[src/rtl/osc_scan_ctrl.sv]
// Scan controller: walks every input vector, settles, samples OscFlag, reports count/first hit.
// Optional macro OSC_SCAN_HALT_EN stops the scan at the first oscillating vector.
module osc_scan_ctrl #(
  parameter int VEC_W      = 8,
  parameter int SETTLE_CYC = 4,
  parameter int CNT_W      = VEC_W + 1
) (
  input  logic             clk,
  input  logic             rst,
  input  logic             start,
  input  logic             abort,
  input  logic             osc_flag,
  output logic [VEC_W-1:0] vec_out,
  output logic             busy,
  output logic             done,
  output logic             aborted,
  output logic [CNT_W-1:0] osc_count,
  output logic [VEC_W-1:0] first_osc_vec,
  output logic             first_osc_valid
);
  localparam int SW = (SETTLE_CYC > 1) ? $clog2(SETTLE_CYC) : 1;

  typedef enum logic [1:0] {S_IDLE, S_SETTLE, S_SAMPLE, S_DONE} state_t;

  state_t           r_state, w_next;
  logic [SW-1:0]    r_settle;
  logic [VEC_W-1:0] r_vec;
  logic [CNT_W-1:0] r_osc_cnt;
  logic [VEC_W-1:0] r_first;
  logic             r_first_vld;
  logic             r_aborted;
  logic             w_last_settle;
  logic             w_halt;
  logic             w_end_scan;

  assign w_last_settle = (r_settle == SW'(SETTLE_CYC - 1));
`ifdef OSC_SCAN_HALT_EN
  assign w_halt = osc_flag;
`else
  assign w_halt = 1'b0;
`endif
  assign w_end_scan = (&r_vec) | w_halt;

  always_comb begin
    w_next = r_state;
    case (r_state)
      S_IDLE:   if (start) w_next = S_SETTLE;
      S_SETTLE: begin
        if (abort)              w_next = S_DONE;
        else if (w_last_settle) w_next = S_SAMPLE;
      end
      S_SAMPLE: begin
        if (abort || w_end_scan) w_next = S_DONE;
        else                     w_next = S_SETTLE;
      end
      S_DONE:   w_next = S_IDLE;
      default:  w_next = S_IDLE;
    endcase
  end

  always_ff @(posedge clk or posedge rst) begin
    if (rst) r_state <= S_IDLE;
    else     r_state <= w_next;
  end

  always_ff @(posedge clk or posedge rst) begin
    if (rst) begin
      r_settle    <= '0;
      r_vec       <= '0;
      r_osc_cnt   <= '0;
      r_first     <= '0;
      r_first_vld <= 1'b0;
      r_aborted   <= 1'b0;
    end else begin
      case (r_state)
        S_IDLE: if (start) begin
          r_settle    <= '0;
          r_vec       <= '0;
          r_osc_cnt   <= '0;
          r_first     <= '0;
          r_first_vld <= 1'b0;
          r_aborted   <= 1'b0;
        end
        S_SETTLE: begin
          r_settle <= r_settle + 1'b1;
          if (abort) r_aborted <= 1'b1;
        end
        S_SAMPLE: begin
          // an abort discards this cycle's sample entirely
          if (abort) begin
            r_aborted <= 1'b1;
          end else begin
            if (osc_flag) begin
              if (r_osc_cnt != '1) r_osc_cnt <= r_osc_cnt + 1'b1;
              if (!r_first_vld) begin
                r_first     <= r_vec;
                r_first_vld <= 1'b1;
              end
            end
            if (!w_end_scan) begin
              r_vec    <= r_vec + 1'b1;
              r_settle <= '0;
            end
          end
        end
        default: ;
      endcase
    end
  end

  assign vec_out         = r_vec;
  assign busy            = (r_state == S_SETTLE) || (r_state == S_SAMPLE);
  assign done            = (r_state == S_DONE);
  assign aborted         = r_aborted;
  assign osc_count       = r_osc_cnt;
  assign first_osc_vec   = r_first;
  assign first_osc_valid = r_first_vld;
endmodule

[config.mk]
export PLATFORM = sky130hd
export DESIGN_NAME = osc_scan_ctrl
export DESIGN_NICKNAME = d
export VERILOG_FILES = /design/src/rtl/osc_scan_ctrl.sv
export SDC_FILE = /design/constraint.sdc
export NUM_CORES = 1
export LEC_CHECK = 0
export BUFFER_PORTS_ARGS = -buffer_cell sky130_fd_sc_hd__buf_2
export CORE_ASPECT_RATIO = 1.75
export CORE_MARGIN = 2
export CORE_UTILIZATION = 45
export CTS_BUF_LIST = sky130_fd_sc_hd__clkbuf_4 sky130_fd_sc_hd__clkbuf_8
export DETAILED_ROUTE_END_ITERATION = 8
export GPL_ROUTABILITY_DRIVEN = 0
export PLACE_DENSITY = 0.74
export REMOVE_ABC_BUFFERS = 1
export SYNTH_ARGS = -nofsm -noshare
export SYNTH_HDL_FRONTEND = slang
export SYNTH_SLANG_ARGS = --single-unit
export TNS_END_PERCENT = 20
[constraint.sdc]
create_clock -name clk -period 2.57 [get_ports clk]
set_input_delay 0.6425 -clock clk [delete_from_list [all_inputs] [get_ports clk]]
set_output_delay 0.6425 -clock clk [all_outputs]
set_load 0.1 [all_outputs]
## Yosys cells after proc, flatten, opt, wreduce, memory -nomap -nowiden

Index checks and enable logic that the tools add are counted.

| storage, ports and cells | value |
|---|---|
| register bits | 31 |
| input port bits | 5 |

| operators by class | value |
|---|---|
| equality and inequality tests | 13 |
| add/sub/neg operators | 3 |
| reduce and logical (&&, ||, !) cells | 15 |
| mux-type cells | 28 |

Operators by type and width:

| cell | number |
|---|---|
| $mux W8 | 6 |
| $mux W9 | 4 |
| $pmux W8 S2 | 2 |
| $pmux W9 S2 | 1 |
| $mux W2 | 7 |
| $ne A2 B2 Y1 const B | 6 |
| $reduce_and A4 Y1 | 3 |
| $reduce_and A5 Y1 | 2 |
| $add A9 B1 Y9 const B | 1 |
| $ne A9 B9 Y1 const B | 1 |
| $add A8 B1 Y8 const B | 1 |
| $pmux W2 S4 | 1 |
| $reduce_and A8 Y1 | 1 |
| $eq A2 B2 Y1 const B | 3 |
| $pmux W2 S3 | 1 |
| $mux W1 | 4 |
| $pmux W1 S2 | 2 |
| $reduce_bool A2 Y1 | 2 |
| $ne A3 B3 Y1 const B | 1 |
| $reduce_and A3 Y1 | 1 |
| $reduce_bool A3 Y1 | 1 |
| $add A2 B1 Y2 const B | 1 |
| $eq A2 B1 Y1 const B | 1 |
| $logic_not A2 Y1 | 1 |
| other kinds (4) | 5 |

## Logic depth before layout (Yosys ltp)

| logic depth | value |
|---|---|
| word-level depth | 5 |
| mapped depth | 9 |
| mapped depth without buffers | 8 |

## Least setup slack after synthesis

OpenSTA, ideal clock, no wires.

| timing | value |
|---|---|
| path type | register to register |
| start point | reg r_osc_cnt[0], in the netlist osc_count[0] |
| end point | reg r_osc_cnt[6], in the netlist osc_count[6] |
| arrival | 2.791 ns |
| clock period less this slack | 2.868 ns |
| slack | -0.298 ns |
| cell stages (with the launch flop) | 10 |
| cells stage by stage | dfrtp_1 ha_1 nand2_1 nor3_1 ha_1 or3b_4 a21o_1 buf_6 or4_1 a21oi_1 |

| on the way | value |
|---|---|
| cells in the longest elaborated chain, start to end | 5 |
| elaborated cells on any way between the ends | 8 |
| those cells by class | add/sub: 1; eq/ne: 2; mux: 4; reduce/logical: 1 |

Ends and longest elaborated chain:

| element | line | source |
|---|---|---|
| start, declared | 28 | `logic [CNT_W-1:0] r_osc_cnt;` |
| start signal, assigned | 94 | `if (r_osc_cnt != '1) r_osc_cnt <= r_osc_cnt + 1'b1;` |
| $add A9 B1 Y9 | 94 |  |
| $mux W9 | 94 |  |
| $mux W9 | 93 | `if (osc_flag) begin` |
| $mux W9 | 90 | `if (abort) begin` |
| $pmux W9 S2 | 75 | `case (r_state)` |

Parallel ways exist; a longest one is shown, timed or not. The select of a mux whose other input is x is not followed.
A chain may end at the register's enable or synchronous reset.

## Worst setup path in the final report

Ends and elaborated chain as after synthesis.

==> reports/results.txt <==
Row Count: 29
Post-synth EDFFs: 0
unrepaired setup endpoints after global routing: false
Fmax achieved: 417.7 MHz
Core ar.: 3628 um2
sequential share of the synthesized area: 45.42%
Max-slew headroom: 53.79%
Clock Path Buffers: 2
Worst EP required: 2.78 ns
total chip power: 2.481 mW
count leader, synth: nand2_1
Mapped Area: 1708 um2
post-synth top area cell: dfrtp_1
area growth from synthesis to layout: 17.58%
Critical Path Fanout Max: 10
CP Data Arrival Time: 2.60 ns
Layout Cells excl Fill: 267
Clock Tree Root: clkbuf_8
Starting Density: 47.07%
Placed Cells: 260
vias in the first global route: 1410
Gate power share: 56.2%
Post-CTS Setup Inserts: 0
# clock sinks: 31
initial DRC count: 26
layout cells sized above 1: 24.43%
hold slack: 0.4309 ns
Final Setup Violations: 0
WL final: 3.575 mm
Primary FF master, synth: dfrtp_1
IO Port Bufs: 33
post-layout minimum cycle time: 2.394 ns
initial antenna violation count: 0
worst slew pin tran: 0.6757 ns
CP Capture Type: register
clk_lat worst skew: 0.28 ns
asr flop ratio synth: 100.0%
worst vdd ir: 1113 uV
area share of the largest cell type after synthesis: 45.42%
Cell Area, Placed: 1919 um2
static leakage: 0.9611 nW
Final Cycle Share: 93.15%
switch share: 55.73%
Reg power frac: 28.3%
drt first pass iters: 4
internal power: 1.098 mW
Nets: 236
pwr dens: 1235 nW/um2
Synth area leaders: dfrtp_1 45%, nand2_1 7.9%, ha_1 7.3%
die width: 50.57 um
CTS tree: done
ANT cells: 0
post-DR wirelength/cell: 13.39 um
H-tree depth: 2
Fin. Hold Viols: 0
synthesized flop and latch total: 31
via/cell ratio: 5.386
number of distinct library cells after synthesis: 38
first-pass GRT wire length: 6.210 mm
CTS buffer count: 5
status: complete, no violations
Post-synth top cells: 36 x nand2_1, 31 x dfrtp_1, 17 x o21ai_0
Worst Setup Start Kind: register
Final Cell Area: 2008 um2
DRC Markers: 0
fin util: 55.34%
io pins: 34
Mapped Cells: 183
skew final: 0.004340 ns
DR vias: 1438
GR Overflow Total: 0
largest net degree at the start of global routing: 32
Final HPWL DP: 2.713 mm
clock transition at the registers of the reported paths: 0.06 ns
Hold Crit Class: in2async
fin. max-slew vios: 0
CP Class: reg2reg
switching pwr: 1.382 mW
Hold Buf Count CTS: 0
Avg Cell Area, Syn: 9.333 um2
Total GRT Usage: 19.05%
max-cap violations: 0
die area: 4323 um2
Die Height: 85.50 um
Synthesis Warnings: 0
Clk pwr share: 15.6%
Final ANT Viol Nets: 0
-- cells by family after synthesis --
group	synth area share (%)
AND/OR/NAND/NOR	21.91
multiplexers	1.832
XOR/XNOR	2.051
adder cells (fa/ha/maj)	7.326
buffers and inverters	4.615
flip-flops	45.42
AO/OA/AOI/OAI	16.85
-- repair_timing --
action | 4_1_cts | 5_1_grt
gates resized for setup | 0 | 1
setup endpoints to repair | 0 | 1
endpoints found under the hold margin | 0 | 0
-- path summary, 6_finish.rpt --
kind / cells after the start / start / slack, ns / endpoint
min in group clk: 2 / first_osc_vec[7] / 0.47 / first_osc_vec[7]
worst max register to register: 8 / osc_count[0] / 0.18 / osc_count[6]
max in group asynchronous: 3 / rst / 1.85 / osc_count[5]
worst min-delay path: 3 / rst / 0.43 / first_osc_vec[2]
worst min register to register: 2 / first_osc_vec[7] / 0.47 / first_osc_vec[7]
worst max-delay path: 8 / osc_count[0] / 0.18 / osc_count[6]
-- per-layer routing --
layer / track usage [%] / vias up / routed length (um)
li1: - / 726 / -
met1: 21.09 / 679 / 1454
met2: 32.89 / 28 / 1908
met3: 4.530 / 5 / 129
met4: 10.32 / 0 / 82
met5: 0 / - / 0
-- layout make-up --
cell class / count / area [um2]
multi-input cells: 137 / 854.6
well taps: 46 / 57.56
inverters: 8 / 30.03
fillers: 359 / 1620
clock buffers: 6 / 82.58
repair buffers: 38 / 202.7
flip-flops and latches: 31 / 775.7
clock inverters: 1 / 5.005
-- power by group through the flow --
stage	clock [mW]	sequential [mW]	combinational (mW)
detailed placement	0	0.707	1.40
finish	0.386	0.702	1.39
CTS	0.395	0.699	1.40
global placement	0	0.704	1.39
floorplan	0	1.18	0.652
global route	0.423	0.721	1.50
-- metrics by stage --
| stage | TNS, ns | worst slack [ns] |
|---|---|---|
| floorplan | -0.3971 | -0.2538 |
| global placement | 0 | 0.2423 |
| detailed placement | 0 | 0.1876 |
| CTS | 0 | 0.1658 |
| global route | 0 | 0.02119 |
| finish | 0 | 0.1760 |
-- placed cells by master, fill, tap and decap left out, types with 2 or more instances in the layout --
master and count:
buf_4 5, nand3_1 5, nand2b_1 4, ha_1 10, a211oi_1 3, a31oi_1 3, nand4_1 2, o21ai_0 17
mux2i_1 2, a21oi_1 10, nand2_1 36, and4_1 2, or3_1 3, o211ai_1 2, clkbuf_8 6, inv_1 8
a2111oi_0 2, buf_2 33, nor2b_1 2, nor2_1 8, dfrtp_1 31, or4_1 4, xnor2_1 4, o31ai_1 2
-- critical path, cell delays in order (launching register included) --
cell,delay [ns]
dfrtp_1,0.42
ha_1,0.24
nand2_1,0.10
nor3_1,0.06
ha_1,0.19
or3b_4,0.37
a21o_2,0.28
or4_1,0.51
a21oi_1,0.15
-- state kept, by name (all words and copies together), names as in the netlist --
register         flops
vec_out              8
aborted              1
first_osc_valid      1
osc_count            9
first_osc_vec        8
r_state              2
r_settle             2
Power figures use the tool's default switching activity.
